$ cat config.mk
export PLATFORM = sky130hd
export DESIGN_NAME = mac_tx_framer
export DESIGN_NICKNAME = d
export VERILOG_FILES = /design/src/rtl/mac_tx_framer.sv
export SDC_FILE = /design/constraint.sdc
export NUM_CORES = 1
export LEC_CHECK = 0
export ABC_AREA = 1
export ABC_CLOCK_PERIOD_IN_PS = 2000
export CAP_MARGIN = 15
export CORE_UTILIZATION = 40
export DETAILED_ROUTE_END_ITERATION = 10
export PLACE_DENSITY = 0.79
export SETUP_SLACK_MARGIN = 0.3
export SYNTH_ARGS = -nofsm -noshare
export SYNTH_HDL_FRONTEND = slang
export SYNTH_SLANG_ARGS = --single-unit
$ cat constraint.sdc
create_clock -name clk -period 2 [get_ports clk]
set_input_delay 0.2 -clock clk [delete_from_list [all_inputs] [get_ports clk]]
set_output_delay 0.2 -clock clk [all_outputs]
set_load 0.1 [all_outputs]
$ cat src/rtl/mac_tx_framer.sv
// mac_tx_framer
// ---------------------------------------------------------------------------
// Transmit MAC framer for a single-lane 64b 10GBASE-R PCS transmit path.
// Converts a valid/ready packet stream into per-cycle XGMII-style block flags
// (control / idle / start / terminate / error), block data and keep for the
// 64b/66b encoder.
//
// Block encoding on the outputs (all registered):
//   IDLE  : ctrl=1 idle=1                 data=0                keep=0
//   START : ctrl=1 start=2'b01            data=D5555555555555FB keep=FF
//   DATA  : ctrl=0                        data=beat             keep=FF
//   TERM  : ctrl=1 term=1                 data=beat, unused bytes 0, keep=beat keep
//   ERR   : ctrl=1 err=1                  data=0                keep=0
// A start is only ever placed in lane 0 (start_v_o = 2'b01).
//
// Parameters:
//   DATA_W  - data width (64 for 10G)
//   KEEP_W  - byte enables (DATA_W/8)
//   IPG_CYC - idle gap control after terminate/error blocks (0..15)
//
// Ports:
//   clk, nreset                  - clock, asynchronous active-low reset
//   s_valid_i / s_ready_o        - upstream handshake (s_ready_o combinational)
//   s_data_i, s_keep_i           - beat data (byte 0 in [7:0]) and byte enables
//   s_last_i, s_err_i            - end-of-frame, abort-frame-at-this-beat
//   ctrl_v_o, idle_v_o, start_v_o, term_v_o, err_v_o - block type flags
//   data_o, keep_o               - block data / valid bytes of a terminate
//
// Optional build macro MAC_TX_FRAMER_STATS_EN adds:
//   frame_cnt_o[31:0] - terminate blocks emitted (wraps)
//   abort_cnt_o[31:0] - error blocks emitted (wraps)
// ---------------------------------------------------------------------------
module mac_tx_framer #(
    parameter int DATA_W  = 64,
    parameter int KEEP_W  = DATA_W / 8,
    parameter int IPG_CYC = 1
) (
    input  logic              clk,
    input  logic              nreset,
    input  logic              s_valid_i,
    output logic              s_ready_o,
    input  logic [DATA_W-1:0] s_data_i,
    input  logic [KEEP_W-1:0] s_keep_i,
    input  logic              s_last_i,
    input  logic              s_err_i,
    output logic              ctrl_v_o,
    output logic              idle_v_o,
    output logic [1:0]        start_v_o,
    output logic              term_v_o,
    output logic              err_v_o,
    output logic [DATA_W-1:0] data_o,
    output logic [KEEP_W-1:0] keep_o
`ifdef MAC_TX_FRAMER_STATS_EN
    ,
    output logic [31:0]       frame_cnt_o,
    output logic [31:0]       abort_cnt_o
`endif
);

    typedef enum logic [2:0] {
        ST_IDLE,
        ST_SOF,
        ST_DATA,
        ST_TERM0,
        ST_DRAIN,
        ST_IPG
    } state_t;

    localparam logic [DATA_W-1:0] START_DATA = DATA_W'(64'hD5555555555555FB);
    localparam logic [3:0]        IPG_LOAD   = 4'(IPG_CYC);
    // With no gap configured, the end of a frame returns straight to IDLE.
    localparam state_t            AFTER_END  = (IPG_CYC == 0) ? ST_IDLE : ST_IPG;

    state_t            state_reg;
    logic [3:0]        ipg_cnt_reg;
    logic [DATA_W-1:0] term_data;
    logic              keep_full;

    // Beats are only taken while a frame is open or being drained.
    assign s_ready_o = (state_reg == ST_SOF) || (state_reg == ST_DATA) ||
                       (state_reg == ST_DRAIN);

    // A last beat with keep=0 is treated as a full beat.
    assign keep_full = (s_keep_i == {KEEP_W{1'b1}}) || (s_keep_i == {KEEP_W{1'b0}});

    // Terminate data: bytes beyond the keep boundary are forced to zero.
    genvar gi;
    generate
        for (gi = 0; gi < KEEP_W; gi++) begin : g_term_mask
            assign term_data[gi*8 +: 8] = s_keep_i[gi] ? s_data_i[gi*8 +: 8] : 8'h00;
        end
    endgenerate

    // Framing FSM. Every branch writes the block that appears on the outputs
    // in the following cycle; the IDLE block is the default.
    always_ff @(posedge clk or negedge nreset) begin
        if (!nreset) begin
            state_reg   <= ST_IDLE;
            ipg_cnt_reg <= 4'd0;
            ctrl_v_o    <= 1'b1;
            idle_v_o    <= 1'b1;
            start_v_o   <= 2'b00;
            term_v_o    <= 1'b0;
            err_v_o     <= 1'b0;
            data_o      <= '0;
            keep_o      <= '0;
        end else begin
            ctrl_v_o  <= 1'b1;
            idle_v_o  <= 1'b1;
            start_v_o <= 2'b00;
            term_v_o  <= 1'b0;
            err_v_o   <= 1'b0;
            data_o    <= '0;
            keep_o    <= '0;

            case (state_reg)
                ST_IDLE: begin
                    // START is emitted on sight of a valid beat; the beat
                    // itself is consumed in SOF.
                    if (s_valid_i) begin
                        idle_v_o  <= 1'b0;
                        start_v_o <= 2'b01;
                        data_o    <= START_DATA;
                        keep_o    <= '1;
                        state_reg <= ST_SOF;
                    end
                end

                ST_SOF, ST_DATA: begin
                    if (!s_valid_i) begin
                        // Underrun inside a frame: abort and drop the rest.
                        idle_v_o  <= 1'b0;
                        err_v_o   <= 1'b1;
                        state_reg <= ST_DRAIN;
                    end else if (s_err_i) begin
                        idle_v_o <= 1'b0;
                        err_v_o  <= 1'b1;
                        if (s_last_i) begin
                            state_reg   <= AFTER_END;
                            ipg_cnt_reg <= IPG_LOAD;
                        end else begin
                            state_reg <= ST_DRAIN;
                        end
                    end else if (!s_last_i || keep_full) begin
                        // Full beat; a full last beat still needs a
                        // separate keep=0 terminate afterwards.
                        ctrl_v_o  <= 1'b0;
                        idle_v_o  <= 1'b0;
                        data_o    <= s_data_i;
                        keep_o    <= '1;
                        state_reg <= s_last_i ? ST_TERM0 : ST_DATA;
                    end else begin
                        // Partial last beat folds into the terminate block.
                        idle_v_o    <= 1'b0;
                        term_v_o    <= 1'b1;
                        data_o      <= term_data;
                        keep_o      <= s_keep_i;
                        state_reg   <= AFTER_END;
                        ipg_cnt_reg <= IPG_LOAD;
                    end
                end

                ST_TERM0: begin
                    idle_v_o    <= 1'b0;
                    term_v_o    <= 1'b1;
                    state_reg   <= AFTER_END;
                    ipg_cnt_reg <= IPG_LOAD;
                end

                ST_DRAIN: begin
                    // Beats are accepted and thrown away up to the frame end.
                    if (s_valid_i && s_last_i) begin
                        state_reg   <= AFTER_END;
                        ipg_cnt_reg <= IPG_LOAD;
                    end
                end

                ST_IPG: begin
                    // Counts down to zero, so together with the IDLE-state
                    // cycle the line sees IPG_CYC+1 idle blocks after a
                    // terminate before the next START.
                    if (ipg_cnt_reg == 4'd0) begin
                        state_reg <= ST_IDLE;
                    end else begin
                        ipg_cnt_reg <= ipg_cnt_reg - 4'd1;
                    end
                end

                default: begin
                    state_reg <= ST_IDLE;
                end
            endcase
        end
    end

`ifdef MAC_TX_FRAMER_STATS_EN
    logic [31:0] frame_cnt_reg;
    logic [31:0] abort_cnt_reg;

    // Counted from the registered block flags: each flag is high for exactly
    // one cycle per emitted terminate / error block.
    always_ff @(posedge clk or negedge nreset) begin
        if (!nreset) begin
            frame_cnt_reg <= 32'd0;
            abort_cnt_reg <= 32'd0;
        end else begin
            if (term_v_o) begin
                frame_cnt_reg <= frame_cnt_reg + 32'd1;
            end
            if (err_v_o) begin
                abort_cnt_reg <= abort_cnt_reg + 32'd1;
            end
        end
    end

    assign frame_cnt_o = frame_cnt_reg;
    assign abort_cnt_o = abort_cnt_reg;
`endif

endmodule
==> results.json <==
{
  "crit_type": "flop to primary output",
  "largest_reg_flops": 64,
  "postRouteAntennaNets": 0,
  "regToRegEndpoint": "data_o[36]",
  "final.min_clock_period_ps": 1660,
  "min_path_type": "primary input to asynchronous set/reset pin",
  "syn_inst": 341,
  "track_usage": 0.201,
  "dr.pass1.iters": 6,
  "worstSkewPairLatency_ps": 340,
  "synth_edf_count": 0,
  "ys_async_sr_fraction": 1.00,
  "fin_crit_sh": 0.830,
  "slew_viol_final": 0,
  "dr.first_iter.drc_count": 140,
  "io_buffer_count": 154,
  "cts.sink_count": 84,
  "cts_inserted_buffers": 9,
  "worstPathRequired_ps": 1800,
  "core_um2": 7730,
  "route.vias.total": 2828,
  "dpl.hpwl_mm": 6.10,
  "fp.dieW_um": 91.5,
  "max_freq_mhz": 602,
  "multiInputGateArea_um2": 812,
  "powerDensity_nw_per_um2": 1670,
  "regArea_um2": 2110,
  "layout-drive-gt1-share": 0.249,
  "max-clock-path-buffers": 2,
  "setup_viol": 0,
  "io_pins": 156,
  "cts-htree-levels": 3,
  "yosys_warnings": 0,
  "finalHoldViolations": 0,
  "die_area_um2": 8360,
  "crit_arrival_ps": 1460,
  "timing.critical_path.fanout_max": 4,
  "post_drt_wl_per_cell_um": 13.2,
  "reg2reg_depth": 8,
  "rsz0062_at_grt": "false",
  "power.leakage_uw": 0.00287,
  "rows": 32,
  "start_util": 0.414,
  "yosysSeqAreaShare": 0.658,
  "ys_types": 21,
  "routed_via_density": 4.56,
  "finalSetupTns_ps": 0,
  "synth_area_per_cell_um2": 9.39,
  "clk_pin_slew_ps": 80,
  "status": "finished, final reports clean",
  "place_congestion": 0.840,
  "fin_worst_skew_ps": 9.46,
  "grt_max_degree": 54,
  "grt_pass1_vias": 2721,
  "cts_tree": "built",
  "wirelength_mm": 8.20,
  "fin_ws_ps": 340,
  "ys_ff_latch": 84,
  "syn_nets": 419,
  "area_growth_syn_to_layout_pct": 59.3,
  "ys.flop_type": "dfrtp_1",
  "fin_nets": 591,
  "fin_util": 0.660,
  "drc": 0,
  "worst_setup_path_end_kind": "primary output",
  "fill_cells": 608,
  "pre_cts_slack_ps": 139,
  "worst-r2r-setup-slack_ps": 380,
  "peakVddDrop_uv": 1070,
  "antenna_found_initial": 0,
  "overflow": 0,
  "grt_pass1_wl_mm": 12.9,
  "start_kind": "flop",
  "syn-cell-area_um2": 3200,
  "worstReg2RegStart": "state_reg[1]",
  "drv_cap": 0,
  "diodes": 0,
  "total_power_uw": 8510,
  "clock-root-buffer": "clkbuf_8",
  "fp.dieH_um": 91.5
}
[cells in the mapped netlist, types with 2 or more instances]
| cell type | number | share of area |
|---|---|---|
| o21ai_0 | 39 | 0.061 |
| inv_1 | 85 | 0.10 |
| dfrtp_1 | 82 | 0.64 |
| a21oi_1 | 3 | 0.0047 |
| nand3_1 | 13 | 0.020 |
| dfstp_2 | 2 | 0.016 |
| clkbuf_1 | 4 | 0.0047 |
| nor2_1 | 39 | 0.046 |
| nand4_1 | 8 | 0.016 |
| nand2_1 | 55 | 0.065 |
[per-layer routing]
metal,track usage,share of wire
met1,0.240,0.39
met2,0.361,0.53
met5,0,0
met3,0.0369,0.058
met4,0.0754,0.022
[cell families after synthesis]
logic type	share of synthesized area
AOI/OAI and AO/OA	0.0696
xor gates and xnor gates	0.00274
adders and majority gates	0.00391
buffers and inverters	0.110
DFF	0.658
other	0.00117
and+or+nand+nor	0.155
[worst max-delay path by stage]
| stage | from | to | slack, ps | depth (start not counted) |
|---|---|---|---|---|
| 4_1_cts | state_reg[2] | s_ready_o | 230 | 6 |
| 6_report | state_reg[1] | s_ready_o | 340 | 6 |
| 3_5_place_dp | s_valid_i | data_o[58] | 140 | 5 |
| 5_1_grt | state_reg[0] | s_ready_o | 290 | 6 |
| 2_1_floorplan | state_reg[1] | s_ready_o | 450 | 3 |
| 3_3_place_gp | s_valid_i | data_o[24] | 200 | 5 |
[report_power, final]
group          total [µW]  switching [µW]  internal (µW)
logic                4800            3740           1050
clock network        1420             586            832
registers            2290             174           2120
[stage by stage]
step	hold slack (ps)	instances	instance area (µm²)
6_report	345	620	5100
5_1_grt	365	620	5100
4_1_cts	353	616	5030
3_5_place_dp	172	597	4740
3_3_place_gp	160	597	4740
2_1_floorplan	-95.6	341	3210
[cells in the final DEF, fill, tap and decap left out, drive strengths merged]
cell type / Yosys / layout
buf: 2 / 91
inv: 85 / 86
dfrtp: 82 / 82
clkdlybuf4s50: 0 / 75
nand2: 55 / 55
nor2: 40 / 40
o21ai: 40 / 40
nand3: 13 / 13
clkbuf: 4 / 10
nand4: 8 / 8
a21oi: 3 / 3
bufinv: 0 / 3
clkinv: 1 / 3
dfstp: 2 / 2
nor3: 1 / 1
a21boi: 1 / 1
xor2: 1 / 1
or2: 1 / 1
ha: 1 / 1
conb: 1 / 1
dlygate4sd3: 0 / 1
[final cells by class]
| type | instances | share of cell area |
|---|---|---|
| well taps | 102 | 0.0250 |
| inverters | 86 | 0.0638 |
| multi-input cells | 165 | 0.159 |
| clock inverters | 6 | 0.0221 |
| flip-flops and latches | 84 | 0.413 |
| repair buffers | 167 | 0.291 |
| clock buffers | 10 | 0.0250 |
[worst max-delay path, stage by stage, from the launching register on]
cell	delay [ps]
dfrtp_2	460
nand2_2	110
nand2_2	80
nor2_4	130
inv_2	80
o21ai_4	80
buf_12	190
[timing repair]
item / 4_1_cts / 5_1_grt
hold buffers: 1 / 0
buffers inserted: 2 / 4
resized for setup: 10 / 38
endpoints found under the hold margin: 29 / 0
pin swaps: 1 / 3
endpoints found under the setup margin: 67 / 74
Power figures use the tool's default switching activity.
